$ cat src/rtl/alu_pipe.sv
// Two-stage pipelined Hack-style ALU with valid/ready handshakes and an accumulate mode.
// Optional carry/overflow flags (cy, ov) are enabled by defining ALU_EXT_FLAGS_EN.
module alu_pipe #(
    parameter int WIDTH = 16
) (
    input  logic             clk,
    input  logic             rst_n,
    input  logic             in_valid,
    output logic             in_ready,
    input  logic [WIDTH-1:0] x,
    input  logic [WIDTH-1:0] y,
    input  logic             acc,
    input  logic             zx,
    input  logic             nx,
    input  logic             zy,
    input  logic             ny,
    input  logic             f,
    input  logic             no,
    output logic             out_valid,
    input  logic             out_ready,
    output logic [WIDTH-1:0] out,
    output logic             zr,
    output logic             ng
`ifdef ALU_EXT_FLAGS_EN
    ,
    output logic             cy,
    output logic             ov
`endif
);

    logic             s1_valid_q;
    logic [WIDTH-1:0] s1_a_q, s1_b_q;
    logic             s1_f_q, s1_no_q;
    logic [WIDTH-1:0] s1_a_d, s1_b_d;

    logic             out_valid_q;
    logic [WIDTH-1:0] out_q, out_d;
    logic             zr_q, ng_q;
    logic [WIDTH-1:0] last_q;

    logic             adv1, adv2;
    logic [WIDTH-1:0] add_w, r_w;

    assign adv2 = !out_valid_q || out_ready;
    assign adv1 = !s1_valid_q || adv2;
    // An accumulate op must see the newest result in last, so it waits for an empty pipe.
    assign in_ready = adv1 && !(acc && (s1_valid_q || out_valid_q));

    always_comb begin
        s1_a_d = acc ? last_q : x;
        if (zx) s1_a_d = '0;
        if (nx) s1_a_d = ~s1_a_d;
        s1_b_d = y;
        if (zy) s1_b_d = '0;
        if (ny) s1_b_d = ~s1_b_d;
    end

`ifdef ALU_EXT_FLAGS_EN
    logic [WIDTH:0] sum_w;
    logic           cy_q, ov_q, cy_d, ov_d;

    assign sum_w = {1'b0, s1_a_q} + {1'b0, s1_b_q};
    assign add_w = sum_w[WIDTH-1:0];
    assign cy_d  = s1_f_q && sum_w[WIDTH];
    assign ov_d  = s1_f_q && (s1_a_q[WIDTH-1] == s1_b_q[WIDTH-1])
                          && (sum_w[WIDTH-1] != s1_a_q[WIDTH-1]);

    always_ff @(posedge clk or negedge rst_n) begin
        if (!rst_n) begin
            cy_q <= 1'b0;
            ov_q <= 1'b0;
        end else if (adv2) begin
            cy_q <= cy_d;
            ov_q <= ov_d;
        end
    end

    assign cy = cy_q;
    assign ov = ov_q;
`else
    assign add_w = s1_a_q + s1_b_q;
`endif

    always_comb begin
        r_w   = s1_f_q ? add_w : (s1_a_q & s1_b_q);
        out_d = s1_no_q ? ~r_w : r_w;
    end

    always_ff @(posedge clk or negedge rst_n) begin
        if (!rst_n) begin
            s1_valid_q <= 1'b0;
            s1_a_q     <= '0;
            s1_b_q     <= '0;
            s1_f_q     <= 1'b0;
            s1_no_q    <= 1'b0;
        end else if (adv1) begin
            s1_valid_q <= in_valid && in_ready;
            s1_a_q     <= s1_a_d;
            s1_b_q     <= s1_b_d;
            s1_f_q     <= f;
            s1_no_q    <= no;
        end
    end

    always_ff @(posedge clk or negedge rst_n) begin
        if (!rst_n) begin
            out_valid_q <= 1'b0;
            out_q       <= '0;
            zr_q        <= 1'b0;
            ng_q        <= 1'b0;
        end else if (adv2) begin
            out_valid_q <= s1_valid_q;
            out_q       <= out_d;
            zr_q        <= (out_d == '0);
            ng_q        <= out_d[WIDTH-1];
        end
    end

    // last tracks the most recently delivered result, not the most recently computed one.
    always_ff @(posedge clk or negedge rst_n) begin
        if (!rst_n) begin
            last_q <= '0;
        end else if (out_valid_q && out_ready) begin
            last_q <= out_q;
        end
    end

    assign out_valid = out_valid_q;
    assign out       = out_q;
    assign zr        = zr_q;
    assign ng        = ng_q;

endmodule

$ cat config.mk
export PLATFORM = sky130hd
export DESIGN_NAME = alu_pipe
export DESIGN_NICKNAME = d
export VERILOG_FILES = /design/src/rtl/alu_pipe.sv
export SDC_FILE = /design/constraint.sdc
export NUM_CORES = 1
export LEC_CHECK = 0
export ABC_AREA = 1
export BUFFER_PORTS_ARGS = -buffer_cell sky130_fd_sc_hd__buf_2
export CAP_MARGIN = 10
export CORE_MARGIN = 2
export CORE_UTILIZATION = 30
export DETAILED_ROUTE_END_ITERATION = 6
export GPL_TIMING_DRIVEN = 0
export SLEW_MARGIN = 20
export SYNTH_ARGS = -nofsm -noshare
export SYNTH_HDL_FRONTEND = slang
export SYNTH_SLANG_ARGS = --single-unit
$ cat constraint.sdc
create_clock -name clk -period 2.3 [get_ports clk]
set_input_delay 0.23 -clock clk [delete_from_list [all_inputs] [get_ports clk]]
set_output_delay 0.23 -clock clk [all_outputs]
set_load 0.005 [all_outputs]
-- Yosys cells after proc, flatten, opt, wreduce, memory -nomap -nowiden
Index checks and enable logic that the tools add are counted.
- output and inout port bits: 20
- logic and storage cells: 33
- register bits: 70
- input bits: 43
- reduce and logical (&&, ||, !) cells: 11
- bitwise logic cells: 4
- mux-type cells: 7
- add/sub/neg operators: 1
- operator list (kind ; count):
    $mux W16 ; 7
    $not A16 Y16 ; 3
    $add A16 B16 Y16 ; 1
    $and A16 B16 Y16 ; 1
    $logic_not A16 Y1 ; 1
    $logic_and A1 B1 Y1 ; 4
    $logic_not A1 Y1 ; 3
    $logic_or A1 B1 Y1 ; 3

-- Depth between registers and ports, before layout
- depth in word-level cells: 5
- mapped depth: 17
- mapped depth without buffers: 17

-- Worst setup path after synthesis
OpenSTA, ideal clock, no wires.
- path type: flip-flop to flip-flop
- start point: register s1_a_q[0]
- end point: register zr_q, in the netlist zr
- slack: 302 ps
- setup time: 66 ps
- cell stages (with the launch flop): 18
- data arrival time: 1932 ps
- required time: 2234 ps
- clock period less this slack: 1998 ps
- buffers on the path: 0
- cells stage by stage: dfrtp_1 ha_1 fa_1 nand2_2 nand2_1 nand3_2 nand2_2 nand2_1 nand3_1 nand2_1 nand2_1 nand2_1 nand2_1 nor2_1 nand2_1 nor2_1 nand3_1 nand2_1
- cells in the longest elaborated chain, start to end: 5
- elaborated cells between the ends (all ways): 6
- classes of those cells: add/sub (1); mux (2); bitwise (2); reduce/logical (1)
- ends and longest elaborated chain (element ; RTL line ; RTL):
    from (decl) ; 32 ; logic [WIDTH-1:0] s1_a_q, s1_b_q;
    from (signal assigned) ; 92 ; s1_a_q <= '0;
    from (signal assigned) ; 98 ; s1_a_q <= s1_a_d;
    $add A16 B16 Y16 or $and A16 B16 Y16 (tied branches) ; 81, 85 ;
    $mux W16 (*) ; 85 ; r_w = s1_f_q ? add_w : (s1_a_q & s1_b_q);
    $not A16 Y16 ; 86 ; out_d = s1_no_q ? ~r_w : r_w;
    $mux W16 (*) ; 86 ;
    $logic_not A16 Y1 (*) ; 114 ; zr_q <= (out_d == '0);
    to (signal assigned) ; 114 ;
    to (decl) ; 38 ; logic zr_q, ng_q;
Mark *: on every way between the ends. The rest lies on a longest branch, timed or not.
A chain may end at the register's enable or synchronous reset.

-- Worst setup path in the final report
- start point: register s1_b_q[0]
- end point: register zr_q, in the netlist zr
- cells in the longest elaborated chain, start to end: 5
- elaborated cells between the ends (all ways): 6
- classes of those cells: add/sub (1); mux (2); bitwise (2); reduce/logical (1)
- ends and longest elaborated chain (element ; RTL line ; RTL):
    from (decl) ; 32 ;
    from (signal assigned) ; 93 ; s1_b_q <= '0;
    from (signal assigned) ; 99 ; s1_b_q <= s1_b_d;
    $add A16 B16 Y16 or $and A16 B16 Y16 (tied branches) ; 81, 85 ;
    $mux W16 (*) ; 85 ;
    $not A16 Y16 ; 86 ;
    $mux W16 (*) ; 86 ;
    $logic_not A16 Y1 (*) ; 114 ;
Marks and branches as above.

==> flow_results.org <==
** Synth
- Avg Synthesized Cell Area :: around 6.9 µm²
- Xor and xnor fraction of the mapped netlist area :: 6.90%
- Mux share of post-synthesis cell area :: 0.246%
- Top flip-flop cell by instance count after synthesis :: sky130_fd_sc_hd__dfrtp_1
- Synthesized flop and latch total :: between 60 and 70
- Share of synthesized cell area in and, or, nand and nor gates :: 29.8%
- Of all flip-flops after synthesis, the portion carrying an async set or reset was 100%.
- Seq/Total Area, Yosys :: 37.8%
- Synthesized-area fraction occupied by ao, oa, aoi and oai cells :: 11.6%
- The number of nets in the synthesized netlist is 719.
- The cell area that synthesis handed to floorplanning was between 4000 and 5000 µm².
- Number of enable flip-flop cells after synthesis :: 0
- Number of instances in the synthesized netlist :: 659
- Count of cell types in the netlist :: 25
- Total number of yosys warnings :: 0
- Adder-Cell Fraction of Synth Area :: 4.82%
- Largest family of logic cells by synthesized area :: simple AND/OR/NAND/NOR gates

** Timing
- Total count of hold-check failures in the final report :: 0
- Setup violations remaining at the end of the flow were counted as 0.
- Slew at the pin closest to its max-slew limit :: 0.645 ns
- Worst clock skew :: 0.00547 ns
- The final-report max-slew violation count is 0.
- Derived from the worst setup path, the maximum achievable clock frequency is between 400 and 500 MHz.
- Final Hold Slack :: between 0.09 and 0.1 ns
- Tcrit/Tclk final :: 96.5%
- Setup repair after global routing could not meet its margin everywhere.
- Relative max-transition margin :: 57.0%
- The smallest clock period supported by the final layout is computed as 2.22 ns.

** Critical path
- Max FO, Critical Path :: 3
- The worst setup path is launched from a flip-flop.
- The critical path in this run is classified as flip-flop to flip-flop.
- For the worst setup path, the data required time is 2.58 ns.
- CP arrival :: between 2 and 3 ns
- Sort of element at the end of the critical path :: flip-flop

** Floorplanning
- After floorplanning, the core was sized to cover 15000 µm².
- Height of the die :: roughly 130 µm
- Floorplan die area :: 16200 µm²
- Measured along the x axis, the die boundary spans between 100 and 150 µm.
- Standard-cell row count :: 45
- The initial utilization of the core area, before any placement, comes to 30.4%.
- # IOs :: 63

** Place
- HPWL Detailed :: 10100 µm
- The count of buffers added on input and output ports is 58.
- Routability-driven placement finished with a final weighted congestion of 0.931.
- After detailed placement, the total cell area comes to 5130 µm².

** Clock network
- Clock transition at the registers of the reported paths :: 0.05 ns
- The cell sitting at the root of the clock tree is a sky130_fd_sc_hd__clkbuf_16.
- Clock Path Buffers :: 2
- Clock tree from TritonCTS :: yes
- Clock tree synthesis inserted a total of 9 buffers.
- H-tree depth :: 3
- Worst-skew pair later-pin latency :: ~0.34 ns
- Total clock sinks :: 69

** Drt
- Count of antenna-violating nets left after detailed routing :: 0
- Detailed router's first-iteration violation count :: 330
- For this block, the via count after detailed routing is 4380.
- Count of unresolved DRC violations after routing :: 0
- In the routed layout, each cell is associated on average with a via count of 4.74.
- The routed design has 12800 µm of wire.
- The pre-antenna-repair detailed-routing pass consisted of 6 iterations.
- Detail-routed net length per standard cell :: 13.8 µm

** Cells and area
- Registers take 1730 µm².
- The multi-input combinational cells in the finished layout cover a total of around 2500 µm².
- Final-stage net count :: 793
- Cells with a size suffix above 1 make up 16.6% of the layout.
- Final Cell Area :: between 5000 and 6000 µm²
- 0 antenna diodes ended up in the layout.
- From synthesis to final layout, the design area changed by 21.5%.
- Number of filler cells placed in the layout :: ~1600

** Global routing
- Overall global routing resource usage :: 16.8%
- The initial antenna violation count is 0.
- Maximum number of pins on one net before global-route repair :: 50
- The number of global-route vias before repair came to approximately 4200.
- Global routing finished with a remaining overflow of 0.
- The first global-routing pass estimated 21200 µm of wire.

** Power
- Cell leakage power :: 2.80 nW
- The worst-case IR drop observed on VDD is 545 µV.
- Sum of internal, switching and leakage power :: 5.73 mW
- Power spread over the standard cell area amounts to 1030 nW/µm².

** Run status
- Run status :: complete, no violations

** Job
- Across the run, the number of max-cap violations was 0.

** Hold path
- Worst min-delay path class :: primary input to flip-flop
## metrics by stage
step           utilization, %  worst slack [ns]  cells  setup TNS, ns
6_report                 36.9            0.0801    925              0
3_5_place_dp             34.1           -0.0354    906        -0.0354
2_1_floorplan               -             0.302    659              0
4_1_cts                  36.1            0.0175    922              0
3_3_place_gp             33.9          -0.00568    905       -0.00568
5_1_grt                  36.9           -0.0942    925        -0.0996
## layout by cell type, fill, tap and decap left out, types with 2 or more instances in the layout
| cell type | netlist | layout |
|---|---|---|
| sky130_fd_sc_hd__a21oi_1 | 31 | 30 |
| sky130_fd_sc_hd__a21oi_2 | 1 | 2 |
| sky130_fd_sc_hd__a31oi_1 | 2 | 2 |
| sky130_fd_sc_hd__and2_1 | 2 | 2 |
| sky130_fd_sc_hd__buf_1 | 2 | 2 |
| sky130_fd_sc_hd__buf_2 | 13 | 70 |
| sky130_fd_sc_hd__buf_4 | 1 | 5 |
| sky130_fd_sc_hd__clkbuf_1 | 15 | 16 |
| sky130_fd_sc_hd__clkbuf_16 | 0 | 9 |
| sky130_fd_sc_hd__clkinv_2 | 0 | 2 |
| sky130_fd_sc_hd__dfrtp_1 | 69 | 69 |
| sky130_fd_sc_hd__ha_1 | 16 | 9 |
| sky130_fd_sc_hd__ha_2 | 0 | 6 |
| sky130_fd_sc_hd__inv_1 | 69 | 69 |
| sky130_fd_sc_hd__nand2_1 | 208 | 201 |
| sky130_fd_sc_hd__nand2_2 | 4 | 7 |
| sky130_fd_sc_hd__nand2_4 | 0 | 4 |
| sky130_fd_sc_hd__nand3_1 | 64 | 61 |
| sky130_fd_sc_hd__nand3_2 | 2 | 3 |
| sky130_fd_sc_hd__nand3_4 | 0 | 2 |
| sky130_fd_sc_hd__nand4_1 | 2 | 2 |
| sky130_fd_sc_hd__nor2_1 | 46 | 45 |
| sky130_fd_sc_hd__o21ai_0 | 61 | 61 |
| sky130_fd_sc_hd__o21ai_1 | 8 | 8 |
| sky130_fd_sc_hd__or2_2 | 3 | 3 |
| sky130_fd_sc_hd__xor2_1 | 36 | 36 |
## worst paths after layout
path,from,end,slack (ns),cells past startpoint
setup / recovery,s1_b_q[0],zr,0.08,17
setup reg to reg,s1_b_q[0],zr,0.08,17
hold / removal,in_valid,s1_valid_q,0.09,3
hold reg to reg,zr,zr,0.47,2
min in group asynchronous,rst_n,last_q[11],0.32,2
max in group asynchronous,rst_n,s1_b_q[11],1.43,3
## cells in the mapped netlist, types with 2 or more instances
master | count | area [µm²]
sky130_fd_sc_hd__nand2_1 | 208 | 781
sky130_fd_sc_hd__dfrtp_1 | 69 | 1730
sky130_fd_sc_hd__inv_1 | 69 | 259
sky130_fd_sc_hd__nand3_1 | 64 | 320
sky130_fd_sc_hd__o21ai_0 | 61 | 305
sky130_fd_sc_hd__nor2_1 | 46 | 173
sky130_fd_sc_hd__xor2_1 | 36 | 315
sky130_fd_sc_hd__a21oi_1 | 31 | 155
sky130_fd_sc_hd__ha_1 | 16 | 200
sky130_fd_sc_hd__clkbuf_1 | 15 | 56.3
sky130_fd_sc_hd__buf_2 | 13 | 65.1
sky130_fd_sc_hd__o21ai_1 | 8 | 40.0
sky130_fd_sc_hd__nand2_2 | 4 | 25.0
sky130_fd_sc_hd__or2_2 | 3 | 18.8
sky130_fd_sc_hd__a31oi_1 | 2 | 12.5
sky130_fd_sc_hd__and2_1 | 2 | 12.5
sky130_fd_sc_hd__buf_1 | 2 | 7.51
sky130_fd_sc_hd__nand3_2 | 2 | 20.0
sky130_fd_sc_hd__nand4_1 | 2 | 12.5
## kinds of logic after synthesis
logic type | count (synthesis)
flip-flops | 69
multiplexers | 1
buffers and inverters | 101
AO/OA/AOI/OAI | 104
AND/OR/NAND/NOR | 331
XOR/XNOR | 36
adder cells (fa/ha/maj) | 17
## area by class of cell
cell class | count | share of cell area (%)
multi-input cells | 489 | 45.8
flip-flops and latches | 69 | 31.1
repair buffers | 63 | 6.35
inverters | 69 | 4.66
clock buffers | 11 | 4.37
well taps | 188 | 4.24
plain buffers | 32 | 2.66
clock inverters | 4 | 0.879
## routing by layer
| metal | share of wire [%] | global-route usage [%] | vias up |
|---|---|---|---|
| met3 | 5.1 | 2.89 | 23 |
| met1 | 46 | 23.0 | 1991 |
| li1 | - | - | 2252 |
| met5 | 0 | 0 | - |
| met2 | 46 | 26.5 | 114 |
| met4 | 2.5 | 6.53 | 0 |
## critical path: stages, from the launching register on
cell	delay, ns
sky130_fd_sc_hd__dfrtp_1	0.41
sky130_fd_sc_hd__ha_4	0.18
sky130_fd_sc_hd__fa_2	0.38
sky130_fd_sc_hd__nand2_4	0.10
sky130_fd_sc_hd__nand2_4	0.06
sky130_fd_sc_hd__nand3_4	0.10
sky130_fd_sc_hd__nand2_4	0.08
sky130_fd_sc_hd__nand2_4	0.07
sky130_fd_sc_hd__nand3_4	0.09
sky130_fd_sc_hd__nand2_2	0.08
sky130_fd_sc_hd__nand2_2	0.04
sky130_fd_sc_hd__nand2_2	0.08
sky130_fd_sc_hd__nand2_1	0.05
sky130_fd_sc_hd__nor2_1	0.08
sky130_fd_sc_hd__nand2_1	0.09
sky130_fd_sc_hd__nor2_1	0.10
sky130_fd_sc_hd__nand3_1	0.08
sky130_fd_sc_hd__nand2_1	0.07
## power by group
group / total (mW) / internal [mW] / switching (mW)
logic: 2.49 / 0.945 / 1.55
registers: 1.88 / 1.60 / 0.273
clock network: 1.36 / 0.860 / 0.499
total: 5.73 / 3.41 / 2.32
## sequential cells by signal, summed over array words and instances (netlist names)
| name | count |
|---|---|
| s1_a_q | 16 |
| s1_b_q | 16 |
| zr | 1 |
| out_valid | 1 |
| last_q | 16 |
| s1_valid_q | 1 |
| s1_no_q | 1 |
| out | 16 |
| s1_f_q | 1 |
## timing repair
| item | 4_1_cts | 5_1_grt |
|---|---|---|
| hold buffers | 1 | 0 |
| setup endpoints to repair | 1 | 3 |
| resized for setup | 1 | 26 |
| pin swaps | 0 | 11 |
| hold endpoints to repair | 20 | 0 |
| buffers inserted | 0 | 3 |
Note: power is estimated with default switching activity, not from simulation.
